<file path="src/rtl/router3_grant_ctrl_if.sv">
// Request/flit/tail inputs and grant/busy/err outputs for the
// three-output router grant controller.
interface router3_grant_ctrl_if;
    logic [1:0] req_p;
    logic [1:0] req_c1;
    logic [1:0] req_c2;
    logic       flit_p;
    logic       flit_c1;
    logic       flit_c2;
    logic       tail_p;
    logic       tail_c1;
    logic       tail_c2;
    logic [1:0] grant_p;
    logic [1:0] grant_c1;
    logic [1:0] grant_c2;
    logic       busy_p;
    logic       busy_c1;
    logic       busy_c2;
    logic       err_p;
    logic       err_c1;
    logic       err_c2;

    modport master (
        output req_p, req_c1, req_c2,
        output flit_p, flit_c1, flit_c2,
        output tail_p, tail_c1, tail_c2,
        input  grant_p, grant_c1, grant_c2,
        input  busy_p, busy_c1, busy_c2,
        input  err_p, err_c1, err_c2
    );

    modport slave (
        input  req_p, req_c1, req_c2,
        input  flit_p, flit_c1, flit_c2,
        input  tail_p, tail_c1, tail_c2,
        output grant_p, grant_c1, grant_c2,
        output busy_p, busy_c1, busy_c2,
        output err_p, err_c1, err_c2
    );
endinterface

</file>
<file path="src/rtl/router3_grant_ctrl.sv">
// Three independent two-source round-robin packet arbiters with
// a per-slice idle watchdog and sticky error flag.
module router3_grant_slice #(
    parameter int TIMEOUT = 255,
    parameter int TW      = 8
) (
    input  logic       CLK,
    input  logic       RESET,
    input  logic [1:0] req,
    input  logic       flit,
    input  logic       tail,
    output logic [1:0] grant,
    output logic       busy,
    output logic       err
);
    typedef enum logic [1:0] {
        IDLE = 2'b00,
        GNT0 = 2'b01,
        GNT1 = 2'b10
    } state_t;

    localparam logic [TW-1:0] TMO = TW'(TIMEOUT);

    state_t        state, state_nx;
    logic          ptr, ptr_nx;
    logic [TW-1:0] cnt, cnt_nx;
    logic          err_nx;
    logic          cur, oth, expire;

    assign cur    = (state == GNT1);
    assign oth    = ~cur;
    assign expire = (TIMEOUT != 0) && (cnt == TMO);

    always_ff @(posedge CLK) begin
        if (RESET) begin
            state <= IDLE;
            ptr   <= 1'b0;
            cnt   <= '0;
            err   <= 1'b0;
        end else begin
            state <= state_nx;
            ptr   <= ptr_nx;
            cnt   <= cnt_nx;
            err   <= err_nx;
        end
    end

    always_comb begin
        state_nx = state;
        ptr_nx   = ptr;
        cnt_nx   = cnt;
        err_nx   = err;
        unique case (state)
            IDLE: begin
                cnt_nx = '0;
                if (req == 2'b01)
                    state_nx = GNT0;
                else if (req == 2'b10)
                    state_nx = GNT1;
                else if (req == 2'b11)
                    state_nx = ptr ? GNT1 : GNT0;
            end
            GNT0, GNT1: begin
                // A tail beats a same-cycle watchdog expiry.
                if (flit && tail) begin
                    ptr_nx = oth;
                    cnt_nx = '0;
                    if (req[oth])
                        state_nx = oth ? GNT1 : GNT0;
                    else if (!req[cur])
                        state_nx = IDLE;
                end else if (expire) begin
                    state_nx = IDLE;
                    ptr_nx   = oth;
                    cnt_nx   = '0;
                    err_nx   = 1'b1;
                end else if (flit) begin
                    cnt_nx = '0;
                end else if (cnt != '1) begin
                    cnt_nx = cnt + 1'b1;
                end
            end
            default: begin
                state_nx = IDLE;
                cnt_nx   = '0;
            end
        endcase
    end

    assign grant = state;
    assign busy  = (state != IDLE);
endmodule

module router3_grant_ctrl #(
    parameter int TIMEOUT = 255,
    parameter int TW      = 8
) (
    input  logic                 CLK,
    input  logic                 RESET,
    router3_grant_ctrl_if.slave  bus
);
    router3_grant_slice #(.TIMEOUT(TIMEOUT), .TW(TW)) u_p (
        .CLK   (CLK),
        .RESET (RESET),
        .req   (bus.req_p),
        .flit  (bus.flit_p),
        .tail  (bus.tail_p),
        .grant (bus.grant_p),
        .busy  (bus.busy_p),
        .err   (bus.err_p)
    );

    router3_grant_slice #(.TIMEOUT(TIMEOUT), .TW(TW)) u_c1 (
        .CLK   (CLK),
        .RESET (RESET),
        .req   (bus.req_c1),
        .flit  (bus.flit_c1),
        .tail  (bus.tail_c1),
        .grant (bus.grant_c1),
        .busy  (bus.busy_c1),
        .err   (bus.err_c1)
    );

    router3_grant_slice #(.TIMEOUT(TIMEOUT), .TW(TW)) u_c2 (
        .CLK   (CLK),
        .RESET (RESET),
        .req   (bus.req_c2),
        .flit  (bus.flit_c2),
        .tail  (bus.tail_c2),
        .grant (bus.grant_c2),
        .busy  (bus.busy_c2),
        .err   (bus.err_c2)
    );
endmodule
</file>
<file path="src/flat_wrapper.sv">
// flat-port wrapper written by rule: the top's interface ports become plain ports
module router3_grant_ctrl_flat 
#(
    parameter int TIMEOUT = 255,
    parameter int TW      = 8
)
  (CLK, RESET, bus_req_p, bus_req_c1, bus_req_c2, bus_flit_p, bus_flit_c1, bus_flit_c2, bus_tail_p, bus_tail_c1, bus_tail_c2, bus_grant_p, bus_grant_c1, bus_grant_c2, bus_busy_p, bus_busy_c1, bus_busy_c2, bus_err_p, bus_err_c1, bus_err_c2);
  router3_grant_ctrl_if bus_i ();
  input  logic CLK;
  input  logic RESET;
  input wire logic [$bits(bus_i.req_p)-1:0] bus_req_p;
  input wire logic [$bits(bus_i.req_c1)-1:0] bus_req_c1;
  input wire logic [$bits(bus_i.req_c2)-1:0] bus_req_c2;
  input wire logic [$bits(bus_i.flit_p)-1:0] bus_flit_p;
  input wire logic [$bits(bus_i.flit_c1)-1:0] bus_flit_c1;
  input wire logic [$bits(bus_i.flit_c2)-1:0] bus_flit_c2;
  input wire logic [$bits(bus_i.tail_p)-1:0] bus_tail_p;
  input wire logic [$bits(bus_i.tail_c1)-1:0] bus_tail_c1;
  input wire logic [$bits(bus_i.tail_c2)-1:0] bus_tail_c2;
  output wire logic [$bits(bus_i.grant_p)-1:0] bus_grant_p;
  output wire logic [$bits(bus_i.grant_c1)-1:0] bus_grant_c1;
  output wire logic [$bits(bus_i.grant_c2)-1:0] bus_grant_c2;
  output wire logic [$bits(bus_i.busy_p)-1:0] bus_busy_p;
  output wire logic [$bits(bus_i.busy_c1)-1:0] bus_busy_c1;
  output wire logic [$bits(bus_i.busy_c2)-1:0] bus_busy_c2;
  output wire logic [$bits(bus_i.err_p)-1:0] bus_err_p;
  output wire logic [$bits(bus_i.err_c1)-1:0] bus_err_c1;
  output wire logic [$bits(bus_i.err_c2)-1:0] bus_err_c2;
  assign bus_i.req_p = bus_req_p;
  assign bus_i.req_c1 = bus_req_c1;
  assign bus_i.req_c2 = bus_req_c2;
  assign bus_i.flit_p = bus_flit_p;
  assign bus_i.flit_c1 = bus_flit_c1;
  assign bus_i.flit_c2 = bus_flit_c2;
  assign bus_i.tail_p = bus_tail_p;
  assign bus_i.tail_c1 = bus_tail_c1;
  assign bus_i.tail_c2 = bus_tail_c2;
  assign bus_grant_p = bus_i.grant_p;
  assign bus_grant_c1 = bus_i.grant_c1;
  assign bus_grant_c2 = bus_i.grant_c2;
  assign bus_busy_p = bus_i.busy_p;
  assign bus_busy_c1 = bus_i.busy_c1;
  assign bus_busy_c2 = bus_i.busy_c2;
  assign bus_err_p = bus_i.err_p;
  assign bus_err_c1 = bus_i.err_c1;
  assign bus_err_c2 = bus_i.err_c2;
  router3_grant_ctrl #(.TIMEOUT(TIMEOUT), .TW(TW)) u_core (.CLK(CLK), .RESET(RESET), .bus(bus_i));
endmodule
</file>
<file path="config.mk">
export PLATFORM = sky130hd
export DESIGN_NAME = router3_grant_ctrl_flat
export DESIGN_NICKNAME = d
export VERILOG_FILES = /design/src/rtl/router3_grant_ctrl_if.sv /design/src/rtl/router3_grant_ctrl.sv /design/src/flat_wrapper.sv
export SDC_FILE = /design/constraint.sdc
export NUM_CORES = 1
export LEC_CHECK = 0
export ABC_CLOCK_PERIOD_IN_PS = 2340
export BUFFER_PORTS_ARGS = -buffer_cell sky130_fd_sc_hd__buf_2
export CAP_MARGIN = 20
export CORE_ASPECT_RATIO = 0.7
export CORE_MARGIN = 2
export CORE_UTILIZATION = 54
export DETAILED_ROUTE_END_ITERATION = 6
export HOLD_SLACK_MARGIN = 0.15
export PLACE_DENSITY = 0.77
export SYNTH_ARGS = -nofsm -noshare
export SYNTH_HDL_FRONTEND = slang
export SYNTH_SLANG_ARGS = --single-unit
</file>
<file path="constraint.sdc">
create_clock -name CLK -period 2.34 [get_ports CLK]
set_input_delay 0.468 -clock CLK [delete_from_list [all_inputs] [get_ports CLK]]
set_output_delay 0.468 -clock CLK [all_outputs]
set_load 0.01 [all_outputs]
</file>
-- After elaboration in Yosys (flattened, before gate mapping)
Index checks and enable logic that the tools add are counted.
- register bits: 36
- input bits: 14
- output and inout bits: 12
- logic and storage cells: 135
- $add $sub $neg: 3
- order comparisons: 6
- eq/ne operators: 30
- muxes and demuxes: 48
- bitwise operators: 9
- reductions and logical operators: 27
- operator list (operator ; number):
    $mux W2 ; 27
    $add A8 B1 Y8 const B ; 3
    $eq A8 B8 Y1 const B ; 3
    $ne A4 B4 Y1 const B ; 6
    $ne A8 B8 Y1 const B ; 3
    $eq A2 B2 Y1 const B ; 9
    $mux W1 ; 18
    $reduce_and A3 Y1 ; 6
    $reduce_or A5 Y1 ; 3
    $eq A2 B1 Y1 const B ; 6
    $lt A1 B2 Y1 const B ; 6
    $pmux W2 S2 ; 3
    $reduce_bool A2 Y1 ; 6
    $ne A3 B3 Y1 const B ; 3
    $not A1 Y1 ; 9
    $logic_not A2 Y1 ; 3
    $reduce_and A2 Y1 ; 3
    $reduce_or A2 Y1 ; 3
    $logic_and A1 B1 Y1 ; 3

-- Logic depth before layout (Yosys ltp)
Gate-level depths: netlist of the first run.
- depth after elaboration: 7
- gate-level depth with buffers: 7
- depth with buffers taken out: 6

-- By module
Synthesis of the first run repeated with hierarchy kept, for this count alone.
- cell total of the unflattened synthesis: 230
- area, all modules: 2063.2 µm²
- by module, submodules not included (module ; instances ; cells each ; area each (µm²) ; seq. area each (µm²)):
    router3_grant_slice (u_core.u_c1 ...) ; 2 ; 77 ; 688.2 ; 240.2
    router3_grant_slice (u_core.u_p) ; 1 ; 76 ; 686.9 ; 240.2

-- Least setup slack after synthesis of the first run
OpenSTA, ideal clock, no wires.
- kind: register to register
- start point: reg u_core.u_c1.state[0] (netlist: u_core.u_c1.grant[0])
- end point: reg u_core.u_c1.cnt[3]
- setup time: 0.064 ns
- data arrival time: 1.636 ns
- path slack: 0.640 ns
- cell stages (with the launch flop): 8
- path buffers: 1
- cell sequence: dfxtp_1 -> inv_1 -> ha_1 -> inv_2 -> or3_4 -> or2_1 -> buf_6 -> nor2_1
- longest elaborated chain between the ends: 4
- elaborated cells between the ends (all ways): 5
- RTL lines (element ; RTL line ; source):
    from (decl) ; router3_grant_ctrl.sv:24 ; state_t state, state_nx;
    from (signal assigned) ; router3_grant_ctrl.sv:41 ; state <= state_nx;
    $eq A2 B2 Y1 / $eq A2 B1 Y1 (equally long branches) ; router3_grant_ctrl.sv:53 ; unique case (state)
    $reduce_or A2 Y1 (*) ; router3_grant_ctrl.sv:53 ;
    $not A1 Y1 (no source line) (*) ; n/a ;
    $reduce_or A5 Y1 (no source line) (*) ; n/a ;
    to (signal assigned) ; router3_grant_ctrl.sv:43 ; cnt <= cnt_nx;
    to (decl) ; router3_grant_ctrl.sv:26 ; logic [TW-1:0] cnt, cnt_nx;
Mark *: on every way between the ends. The rest lies on a longest branch, timed or not.
A chain may end at the register's enable or synchronous reset.

-- Worst setup path after layout of the first run
- start point: reg u_core.u_p.state[1] (netlist: u_core.u_p.grant[1])
- end point: reg u_core.u_p.state[1] (netlist: u_core.u_p.grant[1])
- longest elaborated chain between the ends: 6
- elaborated cells between the ends (all ways): 16
- RTL lines (element ; RTL line ; source):
    from (decl) ; router3_grant_ctrl.sv:24 ;
    from (signal assigned) ; router3_grant_ctrl.sv:41 ;
    $eq A2 B2 Y1 ; router3_grant_ctrl.sv:30, router3_grant_ctrl.sv:53 ;
    $mux W1 (implied by the code) (2 in series) ; router3_grant_ctrl.sv:68 ; if (req[oth])
    $mux W2 ; router3_grant_ctrl.sv:68 ;
    $mux W2 ; router3_grant_ctrl.sv:65 ; if (flit && tail) begin
    $pmux W2 S2 ; router3_grant_ctrl.sv:53 ;
Several ways; a longest one is shown, not always the timed one. The select of a mux whose other input is x is not followed.

==> results of run 1 <==
[cell usage after synthesis (2+ instances only)]
cell type  count  area (um^2)
nor2_1        39        146.4
dfxtp_1       36        720.7
ha_1          22        275.3
inv_1         19        71.32
nand2_1       12        45.04
nand3_1       10        50.05
xor2_1         8        70.07
o21ai_0        6        30.03
xnor2_1        6        52.55
a21oi_1        5        25.02
and3_1         5        31.28
nor3_1         5        25.02
mux2_2         4        45.04
a311oi_1       3        26.28
nand2b_1       3        18.77
nand3b_1       3        22.52
o21bai_1       3        22.52
a211oi_1       2        15.01
a31o_2         2        17.52
a31oi_1        2        12.51
a32oi_1        2        17.52
and3b_1        2        17.52
and4b_1        2        20.02
mux2i_1        2        20.02
o2111ai_1      2        17.52
o32ai_1        2        17.52
or2_1          2        12.51
or3_1          2        12.51
[final cells by class]
| cell class | instances | area share |
|---|---|---|
| multi-input combinational | 175 | 0.5220 |
| sequential | 36 | 0.3016 |
| timing repair buffer | 25 | 0.05236 |
| clock inverter | 3 | 0.03770 |
| inverter | 20 | 0.03141 |
| clock buffer | 5 | 0.02880 |
| tap | 50 | 0.02618 |
[flip-flops by register name, summed over array words and instances (netlist names), 2 cells and up]
name,flops
u_core.u_c2.grant,2
u_core.u_c1.cnt,8
u_core.u_p.grant,2
u_core.u_c1.grant,2
u_core.u_c2.cnt,8
u_core.u_p.cnt,8
[metal layers]
| layer | GRT usage | vias to the layer above |
|---|---|---|
| met5 | 0 | - |
| met4 | 0.06888 | 0 |
| met3 | 0.05032 | 0 |
| met2 | 0.2365 | 27 |
| met1 | 0.2904 | 752 |
| li1 | - | 875 |
[power breakdown]
part	switching, uW	total [uW]	internal [uW]
logic	369	659	290
clock network	229	762	533
registers	45.0	714	669
[kinds of logic (layout without fill, tap and decap cells)]
group,after synthesis,count (layout)
buffers and inverters,23,53
AND/OR/NAND/NOR,94,94
adder cells (fa/ha/maj),22,22
XOR/XNOR,14,14
flip-flops,36,36
AO/OA/AOI/OAI,39,39
multiplexers,6,6
[metrics by stage]
stage	worst slack, ps	instances
2_1_floorplan	640.2	234
3_3_place_gp	570.4	306
3_5_place_dp	558.4	306
4_1_cts	532.7	314
5_1_grt	328.0	314
6_report	535.9	314
[layout by cell type (no fill, tap or decap), types with 4 or more instances in the layout]
cell type,instances
mux2_2,4
ha_1,22
nor3_1,5
and3_1,5
inv_1,19
clkbuf_8,5
nand2_1,12
buf_2,25
xor2_1,8
a21oi_1,5
xnor2_1,6
nand3_1,10
dfxtp_1,36
nor2_1,39
o21ai_0,6
[critical path, stage by stage (launching register included)]
cell and delay (ps):
dfxtp_1 420, inv_1 80, ha_1 360, and3_1 230, o21ai_0 100, o211ai_1 130
mux2_2 370
[worst max path at each step]
| stage | endpoint | cells past startpoint | start | slack [ps] |
|---|---|---|---|---|
| after floorplan | u_core.u_c1.cnt[3] | 7 | u_core.u_c1.grant[0] | 640 |
| after global placement | u_core.u_p.grant[1] | 6 | u_core.u_p.grant[1] | 570 |
| after detailed placement | u_core.u_p.grant[1] | 6 | u_core.u_p.grant[1] | 560 |
| after CTS | u_core.u_p.grant[1] | 6 | u_core.u_p.grant[1] | 530 |
| after global routing | u_core.u_c2.cnt[2] | 6 | u_core.u_c2.grant[0] | 330 |
| final | u_core.u_p.grant[1] | 6 | u_core.u_p.grant[1] | 540 |
==> impl_metrics.csv, run 1 <==
group,metric,value,unit
drt,met2_length,1546,um
worst_setup_path,worstSetupPathType,"register to register",
final_layout,post-route-util,0.6674,
drt,vias,1654,
sta,setup_tns,0,ps
placed_design,placed_cell_area,2231,um^2
min_path,worstHoldPathType,"register to register",
clocking,cts-htree-levels,2,
clocking,numCtsBuffers,5,
drt,highest_layer,"met3",
worst_setup_path,worstRegToRegCells,6,
yosys,synth_top_family_by_area,"simple AND/OR/NAND/NOR gates",
global_routing,grt_first_pass_wirelength,6403,um
yosys,synthMuxAreaShare,0.03153,
final_layout,seq_area,720.7,um^2
drt,drc,0,
final_layout,nFillCells,288,
yosys,synthSimpleGateAreaFrac,0.2383,
yosys,syn_nets,270,
global_routing,grt_max_degree,21,
worst_setup_path,cp-start-kind,"register",
drt,post_drt_wl_per_cell,12.22,um
worst_setup_path,r2r-start,"u_core.u_p.grant[1]",
placed_design,hpwl,2791,um
global_routing,grt_pass1_vias,1426,
worst_setup_path,critPathArrivalTime,1980,ps
final_layout,antenna_cells,0,
global_routing,grt_usage,0.1858,
global_routing,gr-total-overflow,0,
die,core,3581,um^2
sta,hold_violations,0,
sta,relSlewSlack,0.7641,
sta,holdWs,452.3,ps
drt,drtIter0Drc,65,
clocking,cts_hold_buf,0,
clocking,clockBufferDepth,2,
min_path,min_path_cells,1,
die,die_w,77.88,um
sta,fin_crit_sh,0.7710,
yosys,synth_edf_count,0,
yosys,yosys_warnings,0,
pwr,peakVddDrop,0.0004345,V
sta,finalMaxSlewViolations,0,
sta,rsz0062_at_grt,"false",
job,maxCapViolations,0,
placed_design,gp_congestion,0.8671,
yosys,syn_avg_cell_area,8.817,um^2
drt,postRouteAntennaNets,0,
yosys,synthAdderAreaFrac,0.1334,
clocking,cts.sinks,36,
die,num_rows,18,
drt,wl_met3,173,um
yosys,synth_xor_area_frac,0.05943,
yosys,synth-seq-cells,36,
drt,wl,3837,um
drt,viasPerCell,5.268,
sta,finClkSkew,7.814,ps
min_path,hold_end,"u_core.u_c2.cnt[0]",
clocking,clk_pin_slew,70,ps
drt,dr.pass1.iters,4,
final_layout,multiInputGateArea,1247,um^2
outcome,status,"complete, no violations",
yosys,synth_ff_type,"dfxtp_1",
worst_setup_path,cp-end-kind,"register",
yosys,synth-compound-area-share,0.1419,
clocking,postCtsSetupBuffers,0,
worst_setup_path,reg2reg_setup_slack,540,ps
min_path,min_from,"u_core.u_c2.cnt[0]",
sta,period_needed,1804,ps
sta,tightest_slew,353.9,ps
pwr,power_density,893.2,nW/um^2
yosys,ys_seq_area_frac,0.3493,
pwr,p_total,2135,uW
die,start_util,0.5762,
worst_setup_path,critPathMaxFanout,6,
clocking,cts_resized,0,
drt,wl_met1,2117,um
die,fp.dieH,55.72,um
worst_setup_path,worstPathRequired,2510,ps
clocking,cts_tree,"built",
sta,fmax,0.5543,GHz
yosys,syn-cell-area,2063,um^2
placed_design,io_buffers,25,
die,die_area,4339,um^2
clocking,clk_latency,290,ps
pwr,p_leak,0.001022,uW
sta,setup_violations,0,
die,ioPinCount,26,
final_layout,fin_area,2390,um^2
yosys,syn-instance-count,234,
global_routing,antenna_found_initial,0,
final_layout,syn2layout_area_growth,15.83,%
final_layout,layout.nets,299,
clocking,cts_root_buf,"clkbuf_8",
yosys,ys_types,51,
worst_setup_path,r2r-end,"u_core.u_p.grant[1]",
yosys,synth-async-reset-ratio,0,
final_layout,drive_above_1_share,0.1818,
(Power assumes the default switching activity.)
==> inputs of run 2 (changes only) <==
--- a/config.mk
+++ b/config.mk
@@ -5,7 +5,8 @@
 export SDC_FILE = /design/constraint.sdc
 export NUM_CORES = 1
 export LEC_CHECK = 0
-export ABC_CLOCK_PERIOD_IN_PS = 2340
+export ABC_AREA = 1
+export ABC_CLOCK_PERIOD_IN_PS = 1700
 export BUFFER_PORTS_ARGS = -buffer_cell sky130_fd_sc_hd__buf_2
 export CAP_MARGIN = 20
 export CORE_ASPECT_RATIO = 0.7
==> constraint.sdc (replaced) <==
create_clock -name CLK -period 1.7 [get_ports CLK]
set_input_delay 0.34 -clock CLK [delete_from_list [all_inputs] [get_ports CLK]]
set_output_delay 0.34 -clock CLK [all_outputs]
set_load 0.01 [all_outputs]
==> impl_metrics.csv, run 2 <==
group,metric,value,unit
die,start_util,0.5549,
yosys,synthSimpleGateAreaFrac,0.3419,
global_routing,grt_first_pass_wirelength,6865,um
global_routing,antenna_found_initial,0,
yosys,synth_edf_count,0,
min_path,min_from,"RESET",
yosys,synthMuxAreaShare,0,
drt,post_drt_wl_per_cell,10.04,um
drt,wl,3894,um
worst_setup_path,cp-end-kind,"output port",
yosys,synth_xor_area_frac,0.03689,
drt,viasPerCell,4.825,
die,die_w,79.19,um
worst_setup_path,worstRegToRegCells,9,
global_routing,grt_usage,0.1960,
pwr,peakVddDrop,0.0006959,V
yosys,ys_seq_area_frac,0.3372,
global_routing,grt_pass1_vias,1638,
worst_setup_path,worstPathRequired,1360,ps
clocking,cts_tree,"built",
pwr,p_leak,0.001147,uW
clocking,clockBufferDepth,2,
final_layout,post-route-util,0.6264,
sta,fmax,0.6535,GHz
sta,rsz0062_at_grt,"false",
worst_setup_path,r2r-start,"u_core.u_p.grant[1]",
job,maxCapViolations,0,
sta,setup_tns,0,ps
min_path,worstHoldPathType,"primary input to register",
yosys,ys_top_cells_by_count,"nand2_1, nor2_1, inv_1, dfxtp_1, ha_1",
min_path,min_path_cells,2,
sta,finalMaxSlewViolations,0,
yosys,synth-compound-area-share,0.07436,
worst_setup_path,crit_path_frequent_cell,"inv_1",
clocking,numCtsBuffers,5,
die,core,3851,um^2
final_layout,drive_above_1_share,0.1637,
sta,period_needed,1530,ps
sta,tightest_slew,277.9,ps
sta,finClkSkew,4.102,ps
worst_setup_path,cp_top_family,"flip-flops",
global_routing,grt_max_degree,11,
worst_setup_path,r2r-end,"u_core.u_p.grant[0]",
yosys,synth_top_family_by_area,"simple AND/OR/NAND/NOR gates",
placed_design,gp_congestion,0.8297,
drt,drtIter0Drc,39,
clocking,cts_hold_buf,0,
outcome,status,"complete, no violations",
worst_setup_path,cp_cell_sequence,"inv_1 -> ha_1 -> inv_1 -> buf_2",
yosys,syn_nets,339,
clocking,cts_resized,0,
sta,fin_crit_sh,0.9001,
global_routing,gr-total-overflow,0,
die,die_area,4485,um^2
placed_design,io_buffers,25,
final_layout,final_common_cell,"nand2_1",
final_layout,layout.nets,372,
drt,postRouteAntennaNets,0,
yosys,syn_avg_cell_area,7.053,um^2
sta,hold_violations,0,
clocking,clk_pin_slew,60,ps
worst_setup_path,max_stage_delay,410,ps
final_layout,top_regs,"u_core.u_c1.cnt: 8 flops, u_core.u_c2.cnt: 8 flops, u_core.u_p.cnt: 8 flops",
yosys,synthTopCellsByArea,"dfxtp_1, ha_1, nand2_1",
worst_setup_path,critPathMaxFanout,5,
die,num_rows,19,
die,fp.dieH,56.64,um
sta,relSlewSlack,0.8136,
worst_setup_path,cp_num_buf_inv,3,
yosys,syn-cell-area,2137,um^2
drt,dr.pass1.iters,4,
pwr,power_density,1095,nW/um^2
clocking,clk_latency,290,ps
final_layout,antenna_cells,0,
min_path,hold_end,"u_core.u_c2.grant[1]",
drt,vias,1872,
sta,setup_violations,0,
worst_setup_path,slowest_stage,"dfxtp_1",
clocking,cts.sinks,36,
yosys,yosysTopAreaCellShare,0.3372,
final_layout,mostFrequentLayoutCells,"nand2_1, nor2_1, inv_1",
yosys,yosysTopAreaCell,"dfxtp_1",
yosys,synth_ff_type,"dfxtp_1",
final_layout,syn2layout_area_growth,12.88,%
worst_setup_path,cp-start-kind,"register",
placed_design,hpwl,3023,um
yosys,synth-async-reset-ratio,0,
yosys,post-synth-top-count-cell,"nand2_1",
worst_setup_path,worstSetupPathType,"register to output port",
worst_setup_path,reg2reg_setup_slack,180,ps
clocking,cts-htree-levels,2,
clocking,cts_root_buf,"clkbuf_8",
yosys,synthAdderAreaFrac,0.1288,
yosys,yosys_warnings,0,
worst_setup_path,critPathArrivalTime,1190,ps
yosys,ys_types,27,
clocking,postCtsSetupBuffers,0,
die,ioPinCount,26,
yosys,synth-seq-cells,36,
drt,drc,0,
yosys,syn-instance-count,303,
[run 2: kinds of logic (layout without fill, tap and decap cells)]
logic type                 count (synthesis)  after routing
AOI/OAI and AO/OA                         30             30
adders and majority gates                 22             22
DFF                                       36             36
buffers and inverters                     46             79
and+or+nand+nor                          160            160
xor gates and xnor gates                   9              9
[run 2: per-layer routing]
| layer | wire length [um] | GRT usage |
|---|---|---|
| met1 | 2071 | 0.2768 |
| met2 | 1575 | 0.2809 |
| met3 | 194 | 0.05949 |
| met4 | 53 | 0.07389 |
| met5 | 0 | 0 |
[run 2: worst max-delay path by stage]
stage                     endpoint  cells after the start           startpoint  slack [ps]
2_1_floorplan  u_core.u_p.grant[0]                      9  u_core.u_p.grant[1]         290
3_3_place_gp   u_core.u_p.grant[0]                      9  u_core.u_p.grant[1]         210
3_5_place_dp   u_core.u_p.grant[0]                      9  u_core.u_p.grant[1]         180
4_1_cts                 bus_busy_p                      4  u_core.u_p.grant[1]         150
5_1_grt        u_core.u_p.grant[0]                      9  u_core.u_p.grant[1]           6
6_report                bus_busy_p                      4  u_core.u_p.grant[1]         170
[run 2: stage by stage]
| stage | power, uW | hold slack [ps] | area, um^2 | setup slack, ps | std cells |
|---|---|---|---|---|---|
| 2_1_floorplan | 1791 | 402.4 | 2137 | 291.7 | 303 |
| 3_3_place_gp | 2063 | 426.7 | 2335 | 211.9 | 381 |
| 3_5_place_dp | 2099 | 434.7 | 2335 | 178.1 | 381 |
| 4_1_cts | 2664 | 338.5 | 2412 | 153.6 | 388 |
| 5_1_grt | 2885 | 351.7 | 2412 | 6.166 | 388 |
| 6_report | 2641 | 349.0 | 2412 | 169.9 | 388 |
[run 2: power by group]
group          total [uW]  switching [uW]  internal (uW)
logic                1090             690            400
clock network         557             279            278
registers             993            63.9            930
total                2640            1030           1610
[run 2: area by class of cell]
cell class / instances / area (um^2)
Sequential cell: 36 / 720.7
Inverter: 46 / 172.7
Tap cell: 52 / 65.06
Fill cell: 355 / 1439
Clock buffer: 6 / 72.57
Timing Repair Buffer: 26 / 132.6
Clock inverter: 1 / 5.005
Multi-Input combinational cell: 221 / 1244
[run 2: worst register-to-register path, delay by kind of cell (launching register included)]
kind          cells  cell delay (ps)
simple gates      6              590
fa+ha+maj         1              270
flops             1              410
buf+inv           2              140
